**src/rtl/router_fsm_nch.sv**
```systemverilog
// Router control FSM for NUM_CH output channels: header decode, payload load, full stall, parity, drop.
// Latency: Moore outputs follow the registered state; the first FIFO write comes two cycles after the header is accepted.
// Backpressure: busy holds the source while stalled; DROP_PACKET drains the source with busy low and no writes.
module router_fsm_nch #(
    parameter int NUM_CH  = 3,
    parameter int ADDR_W  = 2,
    parameter int TIMEOUT = 30
) (
    input  logic              clock,
    input  logic              reset,
    input  logic              pkt_valid,
    input  logic [ADDR_W-1:0] data_in,
    input  logic [NUM_CH-1:0] fifo_full,
    input  logic [NUM_CH-1:0] fifo_empty,
    input  logic [NUM_CH-1:0] read_enb,
    input  logic              parity_done,
    input  logic              low_pkt_valid,
    output logic              detect_add,
    output logic              lfd_state,
    output logic              ld_state,
    output logic              laf_state,
    output logic              full_state,
    output logic              rst_int_reg,
    output logic              drop_state,
    output logic              busy,
    output logic              write_enb_reg,
    output logic [ADDR_W-1:0] addr_q,
    output logic [NUM_CH-1:0] soft_reset
);

    localparam logic [3:0] ST_DECODE_ADDRESS     = 4'd0;
    localparam logic [3:0] ST_LOAD_FIRST_DATA    = 4'd1;
    localparam logic [3:0] ST_WAIT_TILL_EMPTY    = 4'd2;
    localparam logic [3:0] ST_LOAD_DATA          = 4'd3;
    localparam logic [3:0] ST_LOAD_PARITY        = 4'd4;
    localparam logic [3:0] ST_CHECK_PARITY_ERROR = 4'd5;
    localparam logic [3:0] ST_FIFO_FULL_STATE    = 4'd6;
    localparam logic [3:0] ST_LOAD_AFTER_FULL    = 4'd7;
    localparam logic [3:0] ST_DROP_PACKET        = 4'd8;

    localparam int              CW       = $clog2(TIMEOUT + 1);
    localparam logic [CW-1:0]   TO_LAST  = CW'(TIMEOUT - 1);
    localparam logic [ADDR_W:0] NUM_CH_L = (ADDR_W + 1)'(NUM_CH);

    logic [3:0]        state_q, state_d;
    logic [ADDR_W-1:0] addr_d;
    logic [CW-1:0]     cnt_q [NUM_CH];
    logic [CW-1:0]     cnt_d [NUM_CH];
    logic [NUM_CH-1:0] soft_d;

    // Channel-selected views: the live header channel and the latched destination.
    logic hdr_in_range, hdr_empty, hdr_soft;
    logic sel_full, sel_empty, sel_soft;

    // Select per-channel flags by header address and by latched address; out-of-range addresses see zeros.
    always_comb begin
        hdr_in_range = ({1'b0, data_in} < NUM_CH_L);
        hdr_empty    = 1'b0;
        hdr_soft     = 1'b0;
        sel_full     = 1'b0;
        sel_empty    = 1'b0;
        sel_soft     = 1'b0;
        for (int i = 0; i < NUM_CH; i++) begin
            if (data_in == ADDR_W'(i)) begin
                hdr_empty = fifo_empty[i];
                hdr_soft  = soft_reset[i];
            end
            if (addr_q == ADDR_W'(i)) begin
                sel_full  = fifo_full[i];
                sel_empty = fifo_empty[i];
                sel_soft  = soft_reset[i];
            end
        end
    end

    // Per-channel watchdog: count consecutive unread-not-empty cycles, pulse soft reset on the last one.
    always_comb begin
        soft_d = '0;
        for (int i = 0; i < NUM_CH; i++) begin
            cnt_d[i] = '0;
            if (!fifo_empty[i] && !read_enb[i]) begin
                if (cnt_q[i] == TO_LAST) begin
                    soft_d[i] = 1'b1;
                end else begin
                    cnt_d[i] = cnt_q[i] + 1'b1;
                end
            end
        end
    end

    // Next-state logic; a soft reset on the active channel abandons the packet from any state.
    always_comb begin
        state_d = state_q;
        addr_d  = addr_q;
        if (state_q != ST_DECODE_ADDRESS && sel_soft) begin
            state_d = ST_DECODE_ADDRESS;
        end else begin
            case (state_q)
                ST_DECODE_ADDRESS: begin
                    // A header for a channel that is being soft-reset this cycle is held off.
                    if (pkt_valid && !(hdr_in_range && hdr_soft)) begin
                        addr_d = data_in;
                        if (!hdr_in_range)  state_d = ST_DROP_PACKET;
                        else if (hdr_empty) state_d = ST_LOAD_FIRST_DATA;
                        else                state_d = ST_WAIT_TILL_EMPTY;
                    end
                end
                ST_LOAD_FIRST_DATA: state_d = ST_LOAD_DATA;
                ST_WAIT_TILL_EMPTY: begin
                    if (sel_empty) state_d = ST_LOAD_FIRST_DATA;
                end
                ST_LOAD_DATA: begin
                    if (sel_full)        state_d = ST_FIFO_FULL_STATE;
                    else if (!pkt_valid) state_d = ST_LOAD_PARITY;
                end
                ST_FIFO_FULL_STATE: begin
                    if (!sel_full) state_d = ST_LOAD_AFTER_FULL;
                end
                ST_LOAD_AFTER_FULL: begin
                    if (parity_done)        state_d = ST_DECODE_ADDRESS;
                    else if (low_pkt_valid) state_d = ST_LOAD_PARITY;
                    else                    state_d = ST_LOAD_DATA;
                end
                ST_LOAD_PARITY: state_d = ST_CHECK_PARITY_ERROR;
                ST_CHECK_PARITY_ERROR: begin
                    if (sel_full) state_d = ST_FIFO_FULL_STATE;
                    else          state_d = ST_DECODE_ADDRESS;
                end
                ST_DROP_PACKET: begin
                    if (!pkt_valid) state_d = ST_DECODE_ADDRESS;
                end
                default: state_d = ST_DECODE_ADDRESS;
            endcase
        end
    end

    // State, latched destination, watchdog counters and soft-reset pulses.
    always_ff @(posedge clock or posedge reset) begin
        if (reset) begin
            state_q    <= ST_DECODE_ADDRESS;
            addr_q     <= '0;
            soft_reset <= '0;
            for (int i = 0; i < NUM_CH; i++) cnt_q[i] <= '0;
        end else begin
            state_q    <= state_d;
            addr_q     <= addr_d;
            soft_reset <= soft_d;
            for (int i = 0; i < NUM_CH; i++) cnt_q[i] <= cnt_d[i];
        end
    end

    assign detect_add    = (state_q == ST_DECODE_ADDRESS);
    assign lfd_state     = (state_q == ST_LOAD_FIRST_DATA);
    assign ld_state      = (state_q == ST_LOAD_DATA);
    assign laf_state     = (state_q == ST_LOAD_AFTER_FULL);
    assign full_state    = (state_q == ST_FIFO_FULL_STATE);
    assign rst_int_reg   = (state_q == ST_CHECK_PARITY_ERROR);
    assign drop_state    = (state_q == ST_DROP_PACKET);
    assign write_enb_reg = (state_q == ST_LOAD_DATA) || (state_q == ST_LOAD_PARITY)
                        || (state_q == ST_LOAD_AFTER_FULL);
    assign busy          = (state_q == ST_LOAD_FIRST_DATA) || (state_q == ST_WAIT_TILL_EMPTY)
                        || (state_q == ST_LOAD_PARITY) || (state_q == ST_CHECK_PARITY_ERROR)
                        || (state_q == ST_FIFO_FULL_STATE) || (state_q == ST_LOAD_AFTER_FULL);

endmodule
```
**config.mk**
```make
export PLATFORM = sky130hd
export DESIGN_NAME = router_fsm_nch
export DESIGN_NICKNAME = d
export VERILOG_FILES = /design/src/rtl/router_fsm_nch.sv
export SDC_FILE = /design/constraint.sdc
export NUM_CORES = 1
export LEC_CHECK = 0
export ABC_AREA = 1
export CORE_ASPECT_RATIO = 1.5
export CORE_MARGIN = 2
export CORE_UTILIZATION = 35
export CTS_BUF_LIST = sky130_fd_sc_hd__clkbuf_4 sky130_fd_sc_hd__clkbuf_8
export CTS_CLUSTER_DIAMETER = 120
export DETAILED_ROUTE_END_ITERATION = 8
export GPL_ROUTABILITY_DRIVEN = 0
export GPL_TIMING_DRIVEN = 0
export PLACE_DENSITY = 0.69
export SLEW_MARGIN = 20
export SYNTH_ARGS = -nofsm -noshare
export SYNTH_HDL_FRONTEND = slang
export SYNTH_SLANG_ARGS = --single-unit
```
**constraint.sdc**
```tcl
create_clock -name clock -period 1.3 [get_ports clock]
set_input_delay 0.13 -clock clock [delete_from_list [all_inputs] [get_ports clock]]
set_output_delay 0.13 -clock clock [all_outputs]
set_load 0.1 [all_outputs]
```
==> flow_summary.yaml <==
status:
  status: "finished, violations left"
  violations: "negative setup slack"
timing:
  timing.hold.ws_ps: 352
  finClkSkew_ps: 3.23
  maxSlewViolCount: 0
  hold_violations: 0
  tightestPinTransition_ps: 888
  timing.final.ws_setup_ps: -181
  max_freq_mhz: 675
  setup_violations: 13
  slew_headroom: 0.408
  fin_crit_ps: 1480
  layout_worst_path_cycle_share: 1.14
  rsz0062_at_grt: "yes"
final_layout:
  nNetsFinal: 269
  stdcell_area_um2: 2300
  insertedDiodeCount: 0
  drive_gt1_frac: 0.390
  syn_to_final_growth_pct: 53.8
  layout_common_cells: "32 x nand2_1, 26 x nor2_1, 18 x nand3_1"
  layout_commonest_cell: "nand2_1"
  layout.cells.non_filler: 292
floorplan:
  rows: 29
  coreArea_um2: 4170
  pin_count: 30
  die_w_um: 57.3
  die_h_um: 84.0
  start_util: 0.358
  die_area_um2: 4810
route:
  m1WireLength_um: 1420
  vias: 1434
  drt_wl_total_um: 3680
  avgRoutedWirePerCell_um: 12.6
  drt_iter0_drc: 29
  drc: 0
  dr_wl_met2_um: 2120
  ant_nets: 0
  routed.top_layer: "met4"
  wl_met3_um: 78
  avgViaCountPerCell: 4.91
  dr.pass1.iters: 4
global_route:
  grt_use_total: 0.162
  grt_pass1_vias: 1453
  grt_pass1_wl_um: 6150
  grt_start_max_net_pins: 25
  overflow: 0
  antenna_found_initial: 0
synth:
  syn_area_um2: 1490
  synth_compound_area_frac: 0.0394
  yosysUniqueCellTypes: 25
  synth.net_count: 221
  muxShareOfSynthArea: 0
  yosys.area.top_type: "dfrtp_1"
  synth_top_family_by_area: "simple AND/OR/NAND/NOR gates"
  synth_area_leaders: "dfrtp_1 40%, nand2_1 12%, nand3_1 8.4%"
  synth_adder_area_share: 0.0503
  synth_top_area_share: 0.402
  syn_inst: 199
  ys_warn_count: 0
  synth_simple_gate_area_frac: 0.384
  synth_xor_area_frac: 0.0528
  ys_seq_area_frac: 0.402
  syn_area_per_cell_um2: 7.50
  ys_ff_latch: 24
flow_run:
  cap_viol_max_count: 0
worst_setup_path:
  required_ps: 1170
  critPathCaptureType: "output port"
  slowest_delay_ps: 470
  crit_chain: "nor2_4 -> nand2_4 -> clkinvlp_4 -> buf_12"
  worstSetupStartpointType: "flop"
  worst-setup-path-type: "flop to output port"
  arrival_ps: 1350
  crit_path_top_delay_cell: "dfrtp_2"
  path_max_fanout: 4
pwr:
  peakVddDrop_mv: 2.73
  p_per_area_nw_per_um2: 2080
  p_leak_nw: 1.07
hold_path:
  min_path_type: "input pin to asynchronous set/reset pin"
placed_design:
  placed_area_um2: 1950
  portBuffers: 29
  dp.cells: 274
  post-dp-hpwl_um: 2640
clocking:
  cts_buffer_depth: 2
  cts_hold_buf: 0
  cts_buffers: 3
  cts_tree: "done"
  clock_latency_ps: 260
  htreeDepth: 1
  cts.sinks: 24
  cts-root-buf: "clkbuf_8"
  path_clk_slew_ps: 80
## cells by family after synthesis
family / after synthesis
simple gates: 121
xor+xnor: 9
fa+ha+maj: 6
buf+inv: 28
flops: 24
compound gates: 11
## metrics by stage
| stage | setup TNS, ps | worst slack, ps | utilization | power (W) |
|---|---|---|---|---|
| 4_1_cts | -1670 | -161 | 0.535 | 0.00464 |
| 3_3_place_gp | -10540 | -866 | 0.467 | 0.00351 |
| 3_5_place_dp | -10860 | -860 | 0.467 | 0.00352 |
| 5_1_grt | -2630 | -252 | 0.550 | 0.00503 |
| 6_report | -1610 | -181 | 0.550 | 0.00478 |
| 2_1_floorplan | -1760 | -314 | - | 0.00301 |
## timing repair
| item | in CTS | in global routing |
|---|---|---|
| endpoints found under the hold margin | 0 | 0 |
| pin swaps | 5 | 7 |
| gates cloned | 0 | 0 |
| buffers inserted | 10 | 4 |
| resized for setup | 132 | 10 |
| endpoints found under the setup margin | 20 | 15 |
## routing by layer
metal  global-route usage  vias up
li1                     -      727
met1                0.183      672
met2                0.306       29
met3               0.0140        6
met4               0.0529        0
met5                    0        -
## flip-flops by register name, summed over array words and instances (netlist names)
| register | flops |
|---|---|
| cnt_q | 15 |
| soft_reset | 3 |
| addr_q | 2 |
| state_q | 4 |
## synthesized netlist by cell type, drive strengths merged
cell type   n
xor2        6
or2         1
a31oi       1
clkinv      1
ha          6
inv        27
nand2      48
nand4       3
nand3      28
nor3        5
o21ai       8
xnor2       3
dfrtp      24
nor2       36
a21oi       1
a21boi      1
## power breakdown
part           leakage [nW]  switching (W)  total [W]  internal (W)
Sequential            0.313       0.000153    0.00101      0.000859
Clock                0.0288       0.000224   0.000494      0.000270
Combinational         0.731        0.00212    0.00327       0.00115
## worst paths after layout
kind / from / end / slack (ps) / depth (start not counted)
min in group clock: read_enb[1] / soft_reset[1] / 420 / 2
max in group asynchronous: reset / addr_q[0] / 300 / 2
max: state_q[3] / detect_add / -180 / 4
min reg2reg: cnt_q[5] / cnt_q[5] / 500 / 1
min: reset / cnt_q[1] / 350 / 2
max reg2reg: state_q[0] / state_q[3] / -120 / 10
## final cells by class
cell class / count / area (µm²)
inverters: 28 / 131
repair buffers: 43 / 469
fillers: 375 / 1880
multi-input cells: 147 / 965
clock buffers: 4 / 55.1
flip-flops and latches: 24 / 618
well taps: 46 / 57.6
## critical path: cells and delay by family (launching register included)
kind | cells | cell delay (ps)
buf+inv | 2 | 310
flops | 1 | 470
simple gates | 2 | 310
No activity file was read; power rests on OpenSTA's default activity.
